## src/rtl/stage_id_pipe.sv

```systemverilog
// stage_id_pipe: registered instruction-decode stage (IF/ID -> ID/EX).
//
// Decodes register addresses, bypasses same-cycle write-back data onto the
// operands, extends the immediate per opcode, detects load-use hazards and
// holds the decoded instruction in an ID/EX register with valid/ready on both
// sides. A saturating counter records the number of hazard bubbles inserted.
//
// Ports:
//   clock, reset                  rising-edge clock, synchronous active-high reset
//   in_valid/in_ready             upstream handshake
//   in_inst, in_newpc             instruction word and its PC+4
//   rf_addr_rs/rt, rf_data_rs/rt  regfile read addresses and combinational data
//   wb_we, wb_addr, wb_data       write-back port, bypassed onto the operands
//   ex_is_load, ex_rd             instruction in EX, for load-use detection
//   flush                         drop the ID/EX contents and the current input
//   out_valid/out_ready           downstream handshake
//   out_inst .. out_imm           registered ID/EX contents
//   stall_count                   saturating count of hazard bubbles

module stage_id_pipe #(
    parameter int unsigned DATA_W = 32,
    parameter int unsigned REG_AW = 5,
    parameter int unsigned CNT_W  = 16
) (
    input  logic              clock,
    input  logic              reset,
    input  logic              in_valid,
    output logic              in_ready,
    input  logic [31:0]       in_inst,
    input  logic [DATA_W-1:0] in_newpc,
    output logic [REG_AW-1:0] rf_addr_rs,
    output logic [REG_AW-1:0] rf_addr_rt,
    input  logic [DATA_W-1:0] rf_data_rs,
    input  logic [DATA_W-1:0] rf_data_rt,
    input  logic              wb_we,
    input  logic [REG_AW-1:0] wb_addr,
    input  logic [DATA_W-1:0] wb_data,
    input  logic              ex_is_load,
    input  logic [REG_AW-1:0] ex_rd,
    input  logic              flush,
    output logic              out_valid,
    input  logic              out_ready,
    output logic [31:0]       out_inst,
    output logic [DATA_W-1:0] out_newpc,
    output logic [DATA_W-1:0] out_rega,
    output logic [DATA_W-1:0] out_regb,
    output logic [DATA_W-1:0] out_imm,
    output logic [CNT_W-1:0]  stall_count
);

    logic [5:0]        opcode;
    logic [15:0]       imm_field;
    logic [REG_AW-1:0] rs;
    logic [REG_AW-1:0] rt;
    logic              slot_free;
    logic              hazard;
    logic [DATA_W-1:0] op_a;
    logic [DATA_W-1:0] op_b;
    logic [DATA_W-1:0] imm_ext;

    logic              valid_q;
    logic [31:0]       inst_q;
    logic [DATA_W-1:0] newpc_q;
    logic [DATA_W-1:0] rega_q;
    logic [DATA_W-1:0] regb_q;
    logic [DATA_W-1:0] imm_q;
    logic [CNT_W-1:0]  stall_q;

    assign opcode    = in_inst[31:26];
    assign imm_field = in_inst[15:0];
    // Address fields are 5 bits; zero-extend or truncate to the regfile width.
    assign rs        = REG_AW'(in_inst[25:21]);
    assign rt        = REG_AW'(in_inst[20:16]);

    assign rf_addr_rs = rs;
    assign rf_addr_rt = rt;

    assign slot_free = !valid_q || out_ready;
    // Both fields are compared regardless of opcode; conservative on purpose.
    assign hazard    = in_valid && ex_is_load && (ex_rd != '0) &&
                       ((ex_rd == rs) || (ex_rd == rt));
    assign in_ready  = flush || (slot_free && !hazard);

    // Write-back bypass; register 0 is hardwired and never bypassed.
    assign op_a = (wb_we && (wb_addr != '0) && (wb_addr == rs)) ? wb_data : rf_data_rs;
    assign op_b = (wb_we && (wb_addr != '0) && (wb_addr == rt)) ? wb_data : rf_data_rt;

    always_comb begin
        imm_ext = {{(DATA_W-16){imm_field[15]}}, imm_field};
        case (opcode)
            6'h0C, 6'h0D, 6'h0E: imm_ext = {{(DATA_W-16){1'b0}}, imm_field};
            6'h0F:               imm_ext = DATA_W'({imm_field, 16'h0000});
            default:             ;
        endcase
    end

    always_ff @(posedge clock) begin
        if (reset) begin
            valid_q <= 1'b0;
            inst_q  <= '0;
            newpc_q <= '0;
            rega_q  <= '0;
            regb_q  <= '0;
            imm_q   <= '0;
            stall_q <= '0;
        end else if (flush) begin
            valid_q <= 1'b0;
        end else if (slot_free && hazard) begin
            valid_q <= 1'b0;
            if (stall_q != {CNT_W{1'b1}}) begin
                stall_q <= stall_q + 1'b1;
            end
        end else if (slot_free && in_valid) begin
            valid_q <= 1'b1;
            inst_q  <= in_inst;
            newpc_q <= in_newpc;
            rega_q  <= op_a;
            regb_q  <= op_b;
            imm_q   <= imm_ext;
        end else if (slot_free) begin
            valid_q <= 1'b0;
        end
        // Otherwise EX is backpressuring and everything holds.
    end

    assign out_valid   = valid_q;
    assign out_inst    = inst_q;
    assign out_newpc   = newpc_q;
    assign out_rega    = rega_q;
    assign out_regb    = regb_q;
    assign out_imm     = imm_q;
    assign stall_count = stall_q;

endmodule

```

## config.mk

```make
export PLATFORM = sky130hd
export DESIGN_NAME = stage_id_pipe
export DESIGN_NICKNAME = d
export VERILOG_FILES = /design/src/rtl/stage_id_pipe.sv
export SDC_FILE = /design/constraint.sdc
export NUM_CORES = 1
export LEC_CHECK = 0
export ABC_AREA = 1
export BUFFER_PORTS_ARGS = -buffer_cell sky130_fd_sc_hd__buf_2
export CORE_AREA = 2 2 141 143
export DETAILED_ROUTE_END_ITERATION = 8
export DIE_AREA = 0 0 143 145
export PLACE_DENSITY = 0.83
export SYNTH_ARGS = -nofsm -noshare
export SYNTH_HDL_FRONTEND = slang
export SYNTH_SLANG_ARGS = --single-unit
```

## constraint.sdc

```tcl
create_clock -name clock -period 2.1 [get_ports clock]
set_input_delay 0.42 -clock clock [delete_from_list [all_inputs] [get_ports clock]]
set_output_delay 0.42 -clock clock [all_outputs]
set_load 0.005 [all_outputs]
```

==> results of run 1 <==
registers in the layout, indices dropped and copies added, names as in the netlist:
register	flops
out_imm	32
out_rega	32
stall_count	16
out_regb	32
out_valid	1
out_newpc	32
out_inst	32
Yosys cell counts, types with 2 or more instances:
master    count  area, µm²
inv_1       142        533
a21oi_1     125        626
xor2_1        6       52.6
nor2_1      175        657
buf_4        21        158
nand2_1     344       1290
inv_2         4       15.0
nor3_1        3       15.0
nand4_1      98        613
nand3_2       2       20.0
xnor2_1       7       61.3
o21ai_0      81        405
clkbuf_1     45        169
buf_1         8       30.0
dfxtp_1     177       3540
nand3_1      25        125
buf_2        27        135
worst paths after layout:
| kind | to | start | slack [ps] | cells after the start |
|---|---|---|---|---|
| setup reg to reg | stall_count[6]$_SDFFE_PP0P_ | stall_count[0]$_SDFFE_PP0P_ | 270 | 10 |
| hold reg to reg | out_newpc[10]$_SDFFE_PP0P_ | out_newpc[10]$_SDFFE_PP0P_ | 460 | 2 |
| hold / removal | out_newpc[10]$_SDFFE_PP0P_ | in_newpc[10] | 250 | 3 |
| setup / recovery | in_ready | ex_rd[4] | 250 | 11 |
worst min-delay path, cell delays in order:
cell,delay [ps]
buf_2,100
nand4_1,70
a21oi_1,60
cells by family (layout without fill, tap and decap cells):
logic type / Yosys count / count (layout) / share of synthesized area
AND/OR/NAND/NOR: 655 / 655 / 0.326
buffers and inverters: 248 / 565 / 0.123
adder cells (fa/ha/maj): 1 / 1 / 0.00146
AO/OA/AOI/OAI: 208 / 208 / 0.122
flip-flops: 177 / 177 / 0.414
XOR/XNOR: 13 / 13 / 0.0133
through the flow:
stage | hold slack [ps] | utilization | cells | setup slack, ps
floorplan | 456 | - | 1302 | 381
global placement | 445 | 0.547 | 1852 | 178
detailed placement | 449 | 0.547 | 1852 | 120
CTS | 241 | 0.580 | 1884 | 264
global route | 247 | 0.580 | 1884 | 91.8
finish | 254 | 0.580 | 1884 | 254
power by group through the flow:
| stage | sequential [mW] | combinational, mW | clock, mW |
|---|---|---|---|
| after floorplan | 3.71 | 0.634 | 0 |
| after global placement | 3.70 | 1.16 | 0 |
| after detailed placement | 3.70 | 1.19 | 0 |
| after CTS | 3.62 | 1.19 | 3.39 |
| after global routing | 3.64 | 1.34 | 3.53 |
| final | 3.62 | 1.19 | 3.33 |
layout make-up:
cell class | count | area, µm²
clock inverter | 15 | 210
fill | 1777 | 8070
tap | 265 | 332
timing repair buffer | 387 | 2110
sequential | 177 | 3540
multi-input combinational | 877 | 3970
clock buffer | 17 | 425
inverter | 146 | 548
layer usage:
layer / wire (µm) / up-vias / GRT usage
li1: - / 4752 / -
met1: 10600 / 4259 / 0.297
met2: 12600 / 378 / 0.397
met3: 1840 / 43 / 0.0495
met4: 660 / 0 / 0.0812
met5: 0 / - / 0
==> summary.md, run 1 <==
| Metric | Value |
|---|---|
| Outcome | `finished, final reports clean` |
| Total setup buffers inserted after CTS | `0` |
| Number of hold violations in the final report | `0` |
| Post-detailed-placement cell area | `0.0105 mm²` |
| Input/output buffers | `364` |
| Boundary pin count | `365` |
| Max capacitance violation total | `0` |
| Peak ir drop on the vdd network | `0.000507 V` |
| Antenna-violating nets left | `0` |
| Portion of the post-synthesis area used by sequential elements | `0.414` |
| Switching share of total power | `0.288` |
| Number of global-route vias before repair | `8033` |
| Overflow left after global routing | `0` |
| Switching power summed over all nets | `2.35 mW` |
| Count of nets after finishing | `1784` |
| Clock insertion delay at the later pin of the skew report | `430 ps` |
| Number of enable flip-flop cells after synthesis | `0` |
| H-tree depth reported by CTS | `4` |
| Data arrival time of the critical path | `1430 ps` |
| Starting Density | `0.445` |
| Cell-internal power | `5.79 mW` |
| Routed via count divided by cell count | `5.01` |
| Die area | `0.0207 mm²` |
| Length of the first detailed-routing pass in iterations | `5` |
| Delay contributed by the slowest stage of the critical path | `130 ps` |
| Clock sinks | `177` |
| Net count after synthesis | `1480` |
| Post-CTS Hold Fix Bufs | `0` |
| Post-DP HPWL | `18300 µm` |
| Min Clock Period, post-route | `1850 ps` |
| Final Cell Area | `0.0111 mm²` |
| CTS tree | `done` |
| Most used DFF post-synth | `dfxtp_1` |
| Wire length of the first global-routing pass | `39900 µm` |
| Critical path class | `primary input to output pin` |
| Maximum clock frequency | `542 MHz` |
| Aggregate global-route resource usage | `0.236` |
| Inserted Clock Buffers | `17` |
| Post-layout power | `8.14 mW` |
| DRC Markers | `0` |
| Number of placement rows | `51` |
| Area of the core region | `0.0192 mm²` |
| Number of different library cells in the post-synthesis netlist | `29` |
| Slowest cell on the critical path | `buf_2` |
| Static leakage | `5.82 nW` |
| Final max-slew violation count | `0` |
| Drt initial violations | `598` |
| Synth Register Bits | `177` |
| Type of origin of the critical path | `primary input` |
| Share of flip-flops with an asynchronous set or reset after synthesis | `0` |
| Worst hold path class | `primary input to flip-flop` |
| Post-route setup TNS | `0 ps` |
| Clock tree root driver cell | `clkbuf_16` |
| CTS-repair resized insts | `0` |
| Worst clock skew on the final layout | `11.7 ps` |
| Clock Pin Slew Worst Setup and Hold Paths | `80 ps` |
| Most frequent standard cell in the layout excluding fill and tap cells | `buf_2` |
| Cell area after synthesis | `0.00855 mm²` |
| Share of layout cells above drive strength 1 | `0.266` |
| Transition at the pin with the smallest max-transition slack | `466 ps` |
| Share of the clock period used by the worst path after layout | `0.879` |
| Pwr dens | `731 mW/mm²` |
| Area delta synth->final | `30.2%` |
| Die Span Y | `145 µm` |
| Number of antenna violations at the first check in global routing | `0` |
| # diodes | `0` |
| Part of the power in the clock network | `0.409` |
| Mean Syn Cell Area | `6.57 µm²` |
| Horiz. Die Dim | `143 µm` |
| Largest net degree at the start of global routing | `97` |
| WP buf/inv | `3` |
| Part of the power in registers | `0.445` |
| Comb pwr share | `0.146` |
| Total number of vias | `9432` |
| Critical path, cell by cell | `buf_2 > inv_1 > nand2_1 > nand2_1 > nor2_1 > nand3_1 > nand2_1 > nand2_2 > nand2_1 > nand2_1 > buf_2` |
| Commonest non-fill, non-tap cells in the layout | `buf_2 (364), nand2_1 (342), dfxtp_1 (177), nor2_1 (175), inv_1 (142)` |
| Final weighted congestion in routability-driven placement | `0.888` |
| Largest delay contributor family on the critical path | `simple AND/OR/NAND/NOR gates` |
| WP data required | `1680 ps` |
| Worst rel slew slack | `0.690` |
| Ys Warns | `0` |
| Worst-path fanout max | `3` |
| Final Routed Wirelength | `25700 µm` |
| Crit path capture type | `output pin` |
| Longest Clk Path Bufs | `2` |
| Final setup vio count | `0` |
| Post-synthesis cell count | `1302` |
| CP dominant cell by count | `nand2_1` |
| RSZ-0062 raised after global routing | `false` |
| Detail-routed net length per standard cell | `13.6 µm` |
Note: power is estimated with default switching activity, not from simulation.
==> run 2, diff against run 1 <==
--- a/config.mk
+++ b/config.mk
@@ -7,10 +7,13 @@
 export LEC_CHECK = 0
 export ABC_AREA = 1
 export BUFFER_PORTS_ARGS = -buffer_cell sky130_fd_sc_hd__buf_2
-export CORE_AREA = 2 2 141 143
+export CORE_ASPECT_RATIO = 0.8
+export CORE_MARGIN = 1
+export CORE_UTILIZATION = 35
 export DETAILED_ROUTE_END_ITERATION = 8
-export DIE_AREA = 0 0 143 145
-export PLACE_DENSITY = 0.83
+export GPL_TIMING_DRIVEN = 0
+export PLACE_DENSITY = 0.69
+export SLEW_MARGIN = 5
 export SYNTH_ARGS = -nofsm -noshare
 export SYNTH_HDL_FRONTEND = slang
 export SYNTH_SLANG_ARGS = --single-unit
==> run 2 against run 1 <==
Power barely moved. Cell count rose by 6.5%. Sequential cell count did not move. Register-to-register slack got worse by 80 ps. Sequential share of layout area fell by 0.64 points. Worst hold slack got worse by 4.6 ps. Non-clock buffer count rose by 75. Clock power fell by 2%. Critical path type unchanged.
==> summary.md, run 2 (synthesis gave the netlist of run 1 again) <==
| Metric | Value |
|---|---|
| Number of antenna violations at the first check in global routing | `0 (unchanged)` |
| Post-layout power | `8.15 mW (about the same)` |
| # diodes | `0 (unchanged)` |
| Worst-path fanout max | `17 (+14)` |
| Horiz. Die Dim | `177 µm (+24%)` |
| Data arrival time of the critical path | `1560 ps (+130 ps)` |
| Transition at the pin with the smallest max-transition slack | `597 ps (+132 ps)` |
| Area of the core region | `0.0237 mm² (+23%)` |
| Maximum clock frequency | `505 MHz (-6.7%)` |
| Pwr dens | `717 mW/mm² (-2.0%)` |
| Inserted Clock Buffers | `17 (unchanged)` |
| Antenna-violating nets left | `0 (unchanged)` |
| Input/output buffers | `363 (-0.27%)` |
| Static leakage | `5.88 nW (+1.0%)` |
| Worst clock skew on the final layout | `10.1 ps (-1.62 ps)` |
| Clock insertion delay at the later pin of the skew report | `440 ps (about the same)` |
| Total number of vias | `9771 (+3.6%)` |
| Final max-slew violation count | `0 (unchanged)` |
| Boundary pin count | `365 (unchanged)` |
| Longest Clk Path Bufs | `2 (unchanged)` |
| Drt initial violations | `709 (+19%)` |
| Outcome | `finished, final reports clean` |
| Number of global-route vias before repair | `8545 (+6.4%)` |
| Delay contributed by the slowest stage of the critical path | `190 ps (+60 ps)` |
| Register Area | `0.00354 mm² (unchanged)` |
| Slowest cell on the critical path | `buf_2` |
| Busiest layer in global routing | `met2` |
| Critical path class | `primary input to output pin` |
| Crit path capture type | `output pin` |
| Peak ir drop on the vdd network | `0.000490 V (-3.3%)` |
| CP dominant cell by count | `nand2_1` |
| Die area | `0.0251 mm² (+21%)` |
| Global Route met2 Usage | `0.366 (-0.0310)` |
| Min Clock Period, post-route | `1980 ps (+133 ps)` |
| Worst hold path class | `primary input to flip-flop` |
| Critical path, cell by cell | `buf_2 > inv_1 > nand2_1 > nand2_1 > nor2_1 > nand3_1 > nand2_2 > nand2_8 > nand2_2 > nand2_1 > buf_2` |
| Share of layout cells above drive strength 1 | `0.270 (+0.00415)` |
| Largest net degree at the start of global routing | `28 (-71%)` |
| Commonest non-fill, non-tap cells in the layout | `buf_2 (390), nand2_1 (341), dfxtp_1 (177), nor2_1 (174), inv_1 (142)` |
| Total setup buffers inserted after CTS | `0 (unchanged)` |
| RSZ-0062 raised after global routing | `false` |
| Aggregate global-route resource usage | `0.242 (+0.00629)` |
| Worst rel slew slack | `0.598 (-0.0921)` |
| Grt met1 use | `0.343 (+0.0455)` |
| Count of nets after finishing | `1859 (+4.2%)` |
| Area delta synth->final | `32.9%` |
| Clock tree root driver cell | `clkbuf_16` |
| Overflow left after global routing | `0 (unchanged)` |
| Share of the clock period used by the worst path after layout | `0.942 (+0.0634)` |
| Post-DP HPWL | `24400 µm (+33%)` |
| Wire length of the first global-routing pass | `46700 µm (+17%)` |
| Max capacitance violation total | `0 (unchanged)` |
| Die Span Y | `142 µm (-2.2%)` |
| Final-layout fill cell count | `2469 (+39%)` |
| Met3 track utilization from global routing | `0.0614 (+0.0119)` |
| Final Routed Wirelength | `31100 µm (+21%)` |
| Number of hold violations in the final report | `0 (unchanged)` |
| Routed via count divided by cell count | `4.87 (-2.7%)` |
| Slack of the critical path | `121 ps (-133 ps)` |
| Detail-routed net length per standard cell | `15.5 µm (+14%)` |
| Most frequent standard cell in the layout excluding fill and tap cells | `buf_2` |
| Number of placement rows | `50 (-2.0%)` |
| Final setup vio count | `0 (unchanged)` |
| WP data required | `1680 ps (about the same)` |
| Clock sinks | `177 (unchanged)` |
| H-tree depth reported by CTS | `4 (unchanged)` |
| Placement Setup Slack | `-490 ps (-610 ps)` |
| Final weighted congestion in routability-driven placement | `0.954 (+7.4%)` |
| Starting Density | `0.361 (-0.0846)` |
| Type of origin of the critical path | `primary input` |
| Length of the first detailed-routing pass in iterations | `5 (unchanged)` |
| CTS tree | `done` |
| Clock Pin Slew Worst Setup and Hold Paths | `80 ps (about the same)` |
| Area used by multi-input combinational logic | `0.00398 mm² (+0.35%)` |
| DRC Markers | `0 (unchanged)` |
[run 2: critical path: cells and delay by family]
kind | cells | cell delay [ps]
buf+inv | 3 | 380
simple gates | 8 | 740
[run 2: where the power goes]
part / internal, mW / switching (mW)
Clock: 1.70 / 1.56
Sequential: 3.53 / 0.0903
Combinational: 0.527 / 0.740
Total: 5.76 / 2.39
[run 2: layout make-up]
cell class	instances	area share
clock buffers	17	0.0374
clock inverters	15	0.0143
well taps	312	0.0343
plain buffers	99	0.0433
repair buffers	363	0.160
multi-input cells	877	0.351
inverters	146	0.0484
flip-flops and latches	177	0.312
[run 2: final timing paths]
check	slack, ps	to	startpoint	cells past startpoint
hold / removal	250	out_newpc[31]$_SDFFE_PP0P_	in_newpc[31]	3
setup reg to reg	190	stall_count[6]$_SDFFE_PP0P_	stall_count[1]$_SDFFE_PP0P_	10
hold reg to reg	460	out_inst[15]$_SDFFE_PP0P_	out_inst[15]$_SDFFE_PP0P_	2
setup / recovery	120	in_ready	in_inst[24]	11
[run 2: routing by layer]
layer / wire, µm / share of wire
met5: 0 / 0
met4: 350 / 0.011
met3: 2750 / 0.089
met2: 13700 / 0.44
met1: 14300 / 0.46
[run 2: timing repair]
action                     in CTS  in global routing
gates cloned                    0                  0
hold buffers                    0                  0
resized for setup               4                  3
setup endpoints to repair       1                  2
[run 2: metrics by stage]
step,TNS (ps),cells,hold WS (ps),area [µm²],util
after global routing,0,2006,237,11400,0.479
after CTS,0,2006,230,11400,0.479
after detailed placement,-12210,1977,448,10800,0.454
after global placement,-6550,1977,445,10800,0.454
after floorplan,0,1302,456,8550,-
final,0,2006,249,11400,0.479
